<file path="src/rtl/ct_mmu_iutlb_refill_ctrl.sv">
// Instruction uTLB refill controller: miss detect, JTLB request/response, victim pick, entry update.
// Define IUTLB_PLRU_EN for tree pseudo-LRU replacement; otherwise a round-robin pointer is used.
module ct_mmu_iutlb_refill_ctrl #(
  parameter int ENTRY_NUM = 8,
  parameter int IDX_W     = $clog2(ENTRY_NUM)
) (
  input  logic                 cpurst_b,
  input  logic                 utlb_entry_clk,
  input  logic                 ifu_mmu_va_vld,
  input  logic [26:0]          ifu_mmu_vpn,
  input  logic [15:0]          ifu_mmu_asid,
  input  logic                 ifu_mmu_flush,
  input  logic                 regs_utlb_clr,
  input  logic                 tlboper_utlb_clr,
  input  logic [ENTRY_NUM-1:0] utlb_entry_vld_vec,
  input  logic [ENTRY_NUM-1:0] utlb_entry_hit_vec,
  output logic                 iutlb_jtlb_req,
  output logic [26:0]          iutlb_jtlb_vpn,
  output logic [15:0]          iutlb_jtlb_asid,
  input  logic                 jtlb_iutlb_grant,
  input  logic                 jtlb_iutlb_rsp_vld,
  input  logic                 jtlb_iutlb_fault,
  input  logic [27:0]          jtlb_iutlb_ppn,
  input  logic [13:0]          jtlb_iutlb_flg,
  input  logic [2:0]           jtlb_iutlb_pgs,
  input  logic                 jtlb_iutlb_g,
  output logic [ENTRY_NUM-1:0] utlb_entry_upd,
  output logic [26:0]          utlb_upd_vpn,
  output logic [27:0]          utlb_upd_ppn,
  output logic [13:0]          utlb_upd_flg,
  output logic [2:0]           utlb_upd_pgs,
  output logic [15:0]          utlb_upd_asid,
  output logic                 utlb_upd_g,
  output logic                 iutlb_ifu_miss_busy,
  output logic                 iutlb_ifu_fault
);

  typedef enum logic [1:0] {IDLE, REQ, WAIT, UPD} state_t;

  state_t           state_q;
  logic             discard_q;
  logic             fault_q;
  logic [26:0]      req_vpn_q;
  logic [15:0]      req_asid_q;
  logic [IDX_W-1:0] victim_q;
  logic [26:0]      upd_vpn_q;
  logic [27:0]      upd_ppn_q;
  logic [13:0]      upd_flg_q;
  logic [2:0]       upd_pgs_q;
  logic [15:0]      upd_asid_q;
  logic             upd_g_q;

  logic                 clr, kill, eff_hit, miss, upd_fire, any_inv;
  logic [ENTRY_NUM-1:0] eff_vec;
  logic [IDX_W-1:0]     inv_idx, pol_victim;

  assign clr      = regs_utlb_clr | tlboper_utlb_clr;
  assign kill     = ifu_mmu_flush | clr;
  assign eff_vec  = utlb_entry_vld_vec & utlb_entry_hit_vec;
  assign eff_hit  = |eff_vec;
  assign miss     = ifu_mmu_va_vld & ~eff_hit & (state_q == IDLE) & ~kill;
  // clr wins at the entry, so the write pulse is withheld the same cycle
  assign upd_fire = (state_q == UPD) & ~clr;
  assign any_inv  = ~&utlb_entry_vld_vec;

  always_comb begin
    inv_idx = '0;
    for (int i = ENTRY_NUM-1; i >= 0; i--)
      if (!utlb_entry_vld_vec[i]) inv_idx = IDX_W'(i);
  end

`ifdef IUTLB_PLRU_EN
  logic [ENTRY_NUM-1:1] plru_q, plru_d;
  logic [IDX_W-1:0]     hit_idx;

  // Heap-ordered tree: node n has children 2n and 2n+1; a bit of 1 steers the victim right.
  function automatic logic [ENTRY_NUM-1:1] plru_touch(input logic [ENTRY_NUM-1:1] t,
                                                      input logic [IDX_W-1:0] e);
    logic [IDX_W-1:0] n;
    plru_touch = t;
    n = IDX_W'(1);
    for (int l = IDX_W-1; l >= 0; l--) begin
      plru_touch[n] = ~e[l];
      n = IDX_W'({n, e[l]});
    end
  endfunction

  function automatic logic [IDX_W-1:0] plru_pick(input logic [ENTRY_NUM-1:1] t);
    logic [IDX_W-1:0] n;
    plru_pick = '0;
    n = IDX_W'(1);
    for (int l = IDX_W-1; l >= 0; l--) begin
      plru_pick[l] = t[n];
      n = IDX_W'({n, t[n]});
    end
  endfunction

  always_comb begin
    hit_idx = '0;
    for (int i = ENTRY_NUM-1; i >= 0; i--)
      if (eff_vec[i]) hit_idx = IDX_W'(i);
  end

  always_comb begin
    plru_d = plru_q;
    if (eff_hit)  plru_d = plru_touch(plru_d, hit_idx);
    if (upd_fire) plru_d = plru_touch(plru_d, victim_q);
  end

  assign pol_victim = plru_pick(plru_q);

  always_ff @(posedge utlb_entry_clk or negedge cpurst_b)
    if (!cpurst_b) plru_q <= '0;
    else           plru_q <= plru_d;
`else
  logic [IDX_W-1:0] rr_q, rr_d;

  assign rr_d       = upd_fire ? rr_q + 1'b1 : rr_q;
  assign pol_victim = rr_q;

  always_ff @(posedge utlb_entry_clk or negedge cpurst_b)
    if (!cpurst_b) rr_q <= '0;
    else           rr_q <= rr_d;
`endif

  always_ff @(posedge utlb_entry_clk or negedge cpurst_b) begin
    if (!cpurst_b) begin
      state_q    <= IDLE;
      discard_q  <= 1'b0;
      fault_q    <= 1'b0;
      req_vpn_q  <= '0;
      req_asid_q <= '0;
      victim_q   <= '0;
      upd_vpn_q  <= '0;
      upd_ppn_q  <= '0;
      upd_flg_q  <= '0;
      upd_pgs_q  <= '0;
      upd_asid_q <= '0;
      upd_g_q    <= 1'b0;
    end else begin
      fault_q <= 1'b0;
      case (state_q)
        IDLE: begin
          discard_q <= 1'b0;
          if (miss) begin
            state_q    <= REQ;
            req_vpn_q  <= ifu_mmu_vpn;
            req_asid_q <= ifu_mmu_asid;
          end
        end
        REQ: begin
          if (jtlb_iutlb_grant) begin
            state_q   <= WAIT;
            discard_q <= kill;
          end else if (kill) begin
            state_q <= IDLE;
          end
        end
        WAIT: begin
          if (jtlb_iutlb_rsp_vld) begin
            state_q   <= IDLE;
            discard_q <= 1'b0;
            // a kill arriving with the response discards it too
            if (!(discard_q || kill)) begin
              if (jtlb_iutlb_fault) begin
                fault_q <= 1'b1;
              end else begin
                state_q    <= UPD;
                victim_q   <= any_inv ? inv_idx : pol_victim;
                upd_vpn_q  <= req_vpn_q;
                upd_asid_q <= req_asid_q;
                upd_ppn_q  <= jtlb_iutlb_ppn;
                upd_flg_q  <= jtlb_iutlb_flg;
                upd_pgs_q  <= jtlb_iutlb_pgs;
                upd_g_q    <= jtlb_iutlb_g;
              end
            end
          end else if (kill) begin
            discard_q <= 1'b1;
          end
        end
        UPD: begin
          state_q   <= IDLE;
          discard_q <= 1'b0;
        end
        default: state_q <= IDLE;
      endcase
    end
  end

  always_comb begin
    utlb_entry_upd = '0;
    if (upd_fire) utlb_entry_upd[victim_q] = 1'b1;
  end

  assign iutlb_jtlb_req      = (state_q == REQ);
  assign iutlb_jtlb_vpn      = req_vpn_q;
  assign iutlb_jtlb_asid     = req_asid_q;
  assign iutlb_ifu_miss_busy = (state_q != IDLE);
  assign iutlb_ifu_fault     = fault_q;
  assign utlb_upd_vpn        = upd_vpn_q;
  assign utlb_upd_ppn        = upd_ppn_q;
  assign utlb_upd_flg        = upd_flg_q;
  assign utlb_upd_pgs        = upd_pgs_q;
  assign utlb_upd_asid       = upd_asid_q;
  assign utlb_upd_g          = upd_g_q;

endmodule

</file>
<file path="config.mk">
export PLATFORM = sky130hd
export DESIGN_NAME = ct_mmu_iutlb_refill_ctrl
export DESIGN_NICKNAME = d
export VERILOG_FILES = /design/src/rtl/ct_mmu_iutlb_refill_ctrl.sv
export SDC_FILE = /design/constraint.sdc
export NUM_CORES = 1
export LEC_CHECK = 0
export ABC_CLOCK_PERIOD_IN_PS = 2750
export BUFFER_PORTS_ARGS = -buffer_cell sky130_fd_sc_hd__buf_2
export CAP_MARGIN = 20
export CORE_AREA = 2 2 109 138
export CTS_CLUSTER_SIZE = 12
export DETAILED_ROUTE_END_ITERATION = 10
export DIE_AREA = 0 0 111 140
export PLACE_DENSITY = 0.73
export SKIP_LAST_GASP = 1
export SYNTH_ARGS = -nofsm -noshare
export SYNTH_HDL_FRONTEND = slang
export SYNTH_SLANG_ARGS = --single-unit
</file>
<file path="constraint.sdc">
create_clock -name utlb_entry_clk -period 2.75 [get_ports utlb_entry_clk]
set_clock_uncertainty 0.2 [all_clocks]
set_input_delay 0.1375 -clock utlb_entry_clk [delete_from_list [all_inputs] [get_ports utlb_entry_clk]]
set_output_delay 0.1375 -clock utlb_entry_clk [all_outputs]
set_load 0.02 [all_outputs]
</file>
==> results.md <==
* Share of the clock period used by the worst path after layout at 93.2%
* Max Root-Sink Buffers at 2
* Worst slew pin tran at 0.632 ns
* First drt pass iteration count at 5
* Result of the run: finished, final reports clean
* PortBufs at 256
* Summed instance area of the synthesized netlist at 5600 sq um
* Power density relative to cell area at 712 nW/um^2
* Pin count of the biggest net entering global routing at 94
* Total instance count after detailed placement at 776
* Total number of yosys warnings at 0
* Setup repair after global routing missed its margin: false
* IR Drop Worst-Case VDD at 0.497 mV
* Share of the yosys chip area belonging to registers at 63.5%
* Simple-Gate Fraction of Synth Area at 3.56%
* Dominant delay contributor by cell family on the critical path: buffers and inverters
* Number of antenna violations at the first check in global routing at 0
* Count of boundary I/O pins at 257
* Cell Chain, Critical Path: nand2_1 -> nor3_1 -> dlygate4sd3_1 -> buf_4 -> nand2b_1 -> nor3_1 -> buf_2
* Number of buffer and inverter instances along the worst setup path at 3
* Row Count at 49
* Gate count of the mapped netlist at 351
* Clock buffer count from CTS at 17
* Clock tree sinks at 142
* Initial Util at 39.5%
* Worst min-delay path category: in2reg
* Mapped Nets at 466
* Crit Path Class: reg2out
* Area Growth Syn to Fin at 55.9%
* Post-synth EDFFs at 0
* Routing usage on met2 at 33.1%
* Total vias in the final route at 4389
* Clock transition at the registers of the reported paths at 0.06 ns
* Top cell by count, worst path: nor3_1
* Post-Place Worst Slack at 0.420 ns
* Max-slew violation count at 0
* Clock power share at 39.4%
* Number of non-filler instances in the completed layout at 913
* Max incr delay on CP at 0.58 ns
* Area contributors post-synth: dfrtp_1 (64%), mux2_2 (27%), buf_6 (2.2%)
* Root Buffer: clkbuf_16
* Via count of the first global-routing pass at 4632
* Final antenna-violating net count at 0
* WP data required at 2.41 ns
* Compound-Gate Fraction of Synth Area at 2.57%
* Global-route wire length before repair at 23.5 mm
* Post-Syn Area per Cell at 15.9 sq um
* Async SR Flop Fraction at 100%
* DRC at 0
* Setup violators final at 0
* Leakage power figure at 4.78 nW
* Setup tns final at 0 ns
* Arrival time at the worst endpoint at 2.22 ns
* Number of hold violations in the final report at 0
* Nets@finish at 837
* Combinational family with the most area after synthesis: multiplexers
* Number of maximum-capacitance constraint violations at 0
* Routed via count divided by cell count at 4.81
* Met1 Use GR at 21.6%
* Reg area at 3550 sq um
* Placed standard-cell area at 7040 sq um
* Kind of end point of the critical path: output pin
* Final Routed Wirelength at 14.4 mm
* Synth Area in XOR/XNOR at 0.313%
* Multiplexer fraction of the synthesized cell area at 27.2%
* Sequential share of power at 40.9%
* Placeable Area at 14200 sq um
* Switching fraction of total power at 28.1%
* Clock tree from TritonCTS: built
* Die X-Extent at 111 um
* Overall track demand over capacity in global routing at 18.9%
* Nature of the critical path startpoint: flop
* H-tree depth at 4
* Relative contribution of combinational cells to total power at 19.6%
* Post-route minimum period at 2.56 ns
* Average wire length per cell after detail routing at 15.8 um
* Gr ovfl total at 0
* Non-Filler Cell Area, Final at 8730 sq um
* Critical Path Slowest Stage Cell: dlygate4sd3_1
* Most used DFF post-synth: dfrtp_1
* GR Layer Usage met3 at 5.84%
* Area share of the leading cell type in the synthesized netlist at 63.5%
* Commonest cells in the netlist: dfrtp_1 (142), mux2_2 (132), buf_6 (11), nand2_1 (11), nor2_1 (8)
* Final weighted congestion in routability-driven placement at 0.780
* Die height at 140 um
* Share of cells above drive strength 1 at 58.5%
* Internal power at 4.46 mW
* FMAX at 0.390 GHz
* Worst max-slew margin expressed relative to the limit at 57.9%
* Adder and majority gate portion of the synthesized area at 0.224%
* Net Switching at 1.75 mW
* Number of synthesized register bits at 142
* Layout fillers at 1017
* Combined area of the multi-input logic cells at 1890 sq um
* Most used standard cell by instance count after synthesis: dfrtp_1
* Cell type with the largest total area after synthesis: dfrtp_1
* Insertion delay to the later sink of the worst-skew pair at 0.41 ns
* HPWL Detailed at 9.20 mm
* Number of distinct library cells after synthesis at 32
* ANT cells at 0
* Most heavily used metal layer in global routing: met2
* Fin worst setup slack at 0.188 ns
* 1st-iter DRT viols at 153
* Biggest fanout along the worst timing path at 7
* Total Die Area at 15500 sq um
## worst register-to-register path: stages, from the launching register on
cell and delay, ns:
dfrtp_1 0.38, or4_4 0.46, nor4_4 0.28, buf_12 0.39, mux2_2 0.53
## final timing paths
| check | start | end | slack [ns] | depth (start not counted) |
|---|---|---|---|---|
| worst max-delay path | state_q[1] | utlb_entry_upd[0] | 0.19 | 7 |
| worst min-delay path | ifu_mmu_flush | state_q[0] | 0.03 | 4 |
| worst max register to register | discard_q | utlb_upd_vpn[3] | 0.39 | 4 |
| worst min register to register | pol_victim[2] | pol_victim[2] | 0.28 | 1 |
| max in group asynchronous | cpurst_b | utlb_upd_asid[15] | 1.51 | 3 |
| min in group asynchronous | cpurst_b | utlb_upd_flg[13] | 0.09 | 2 |
## per-layer routing
| layer | wire, um | part of all wire, % |
|---|---|---|
| met5 | 0 | 0 |
| met1 | 5670 | 39 |
| met4 | 342 | 2.4 |
| met2 | 7480 | 52 |
| met3 | 936 | 6.5 |
## flip-flops by register name, indices dropped and copies added, names as in the netlist, 3 cells and up
name / count
utlb_upd_pgs: 3
victim_q: 3
utlb_upd_vpn: 27
iutlb_jtlb_asid: 16
utlb_upd_flg: 14
utlb_upd_asid: 16
pol_victim: 3
utlb_upd_ppn: 28
iutlb_jtlb_vpn: 27
## power by group through the flow
| stage | registers (mW) | logic, mW | clock network (mW) |
|---|---|---|---|
| after detailed placement | 2.58 | 1.10 | 0 |
| after CTS | 2.54 | 1.22 | 2.51 |
| final | 2.54 | 1.22 | 2.45 |
| after global routing | 2.58 | 1.30 | 2.61 |
| after floorplan | 2.87 | 0.305 | 0 |
| after global placement | 2.56 | 1.07 | 0 |
## through the flow
stage	power, mW	utilization, %	hold WS (ns)
after floorplan	3.17	-	-0.358
final	6.21	61.6	0.0327
after detailed placement	3.67	49.7	-0.0232
after CTS	6.27	61.6	0.0122
after global placement	3.63	49.7	-0.0283
after global routing	6.49	61.6	0.0236
## kinds of logic after synthesis
| logic type | after synthesis |
|---|---|
| DFF | 142 |
| AOI/OAI and AO/OA | 18 |
| and+or+nand+nor | 37 |
| buffers and inverters | 16 |
| muxes | 135 |
| xor gates and xnor gates | 2 |
| adders and majority gates | 1 |
## area by class of cell
class                           instances  share of cell area, %
Multi-Input combinational cell        193                   21.7
Timing Repair Buffer                  366                   27.7
Tap cell                              178                   2.55
Sequential cell                       142                   40.7
Inverter                                2                 0.0860
Clock inverter                         14                   2.35
Clock buffer                           18                   4.92
## repair_timing
item | in CTS | in global routing
hold buffers | 105 | 0
endpoints found under the hold margin | 164 | 0
resized for setup | 0 | 1
endpoints found under the setup margin | 0 | 2
buffers inserted | 0 | 0
## placed cells by master (no fill, tap or decap), drive strengths merged, types with 2 or more instances in the layout
cell type,count
buf,261
dfrtp,142
mux2,135
dlygate4sd3,105
clkbuf,18
nand2,11
nor2,8
inv,7
nor3,5
o21ai,5
nand2b,4
bufinv,4
clkinvlp,3
nor2b,2
a22oi,2
nand4,2
o211ai,2
a31oi,2
nor4,2
clkinv,2
(Power assumes the default switching activity.)
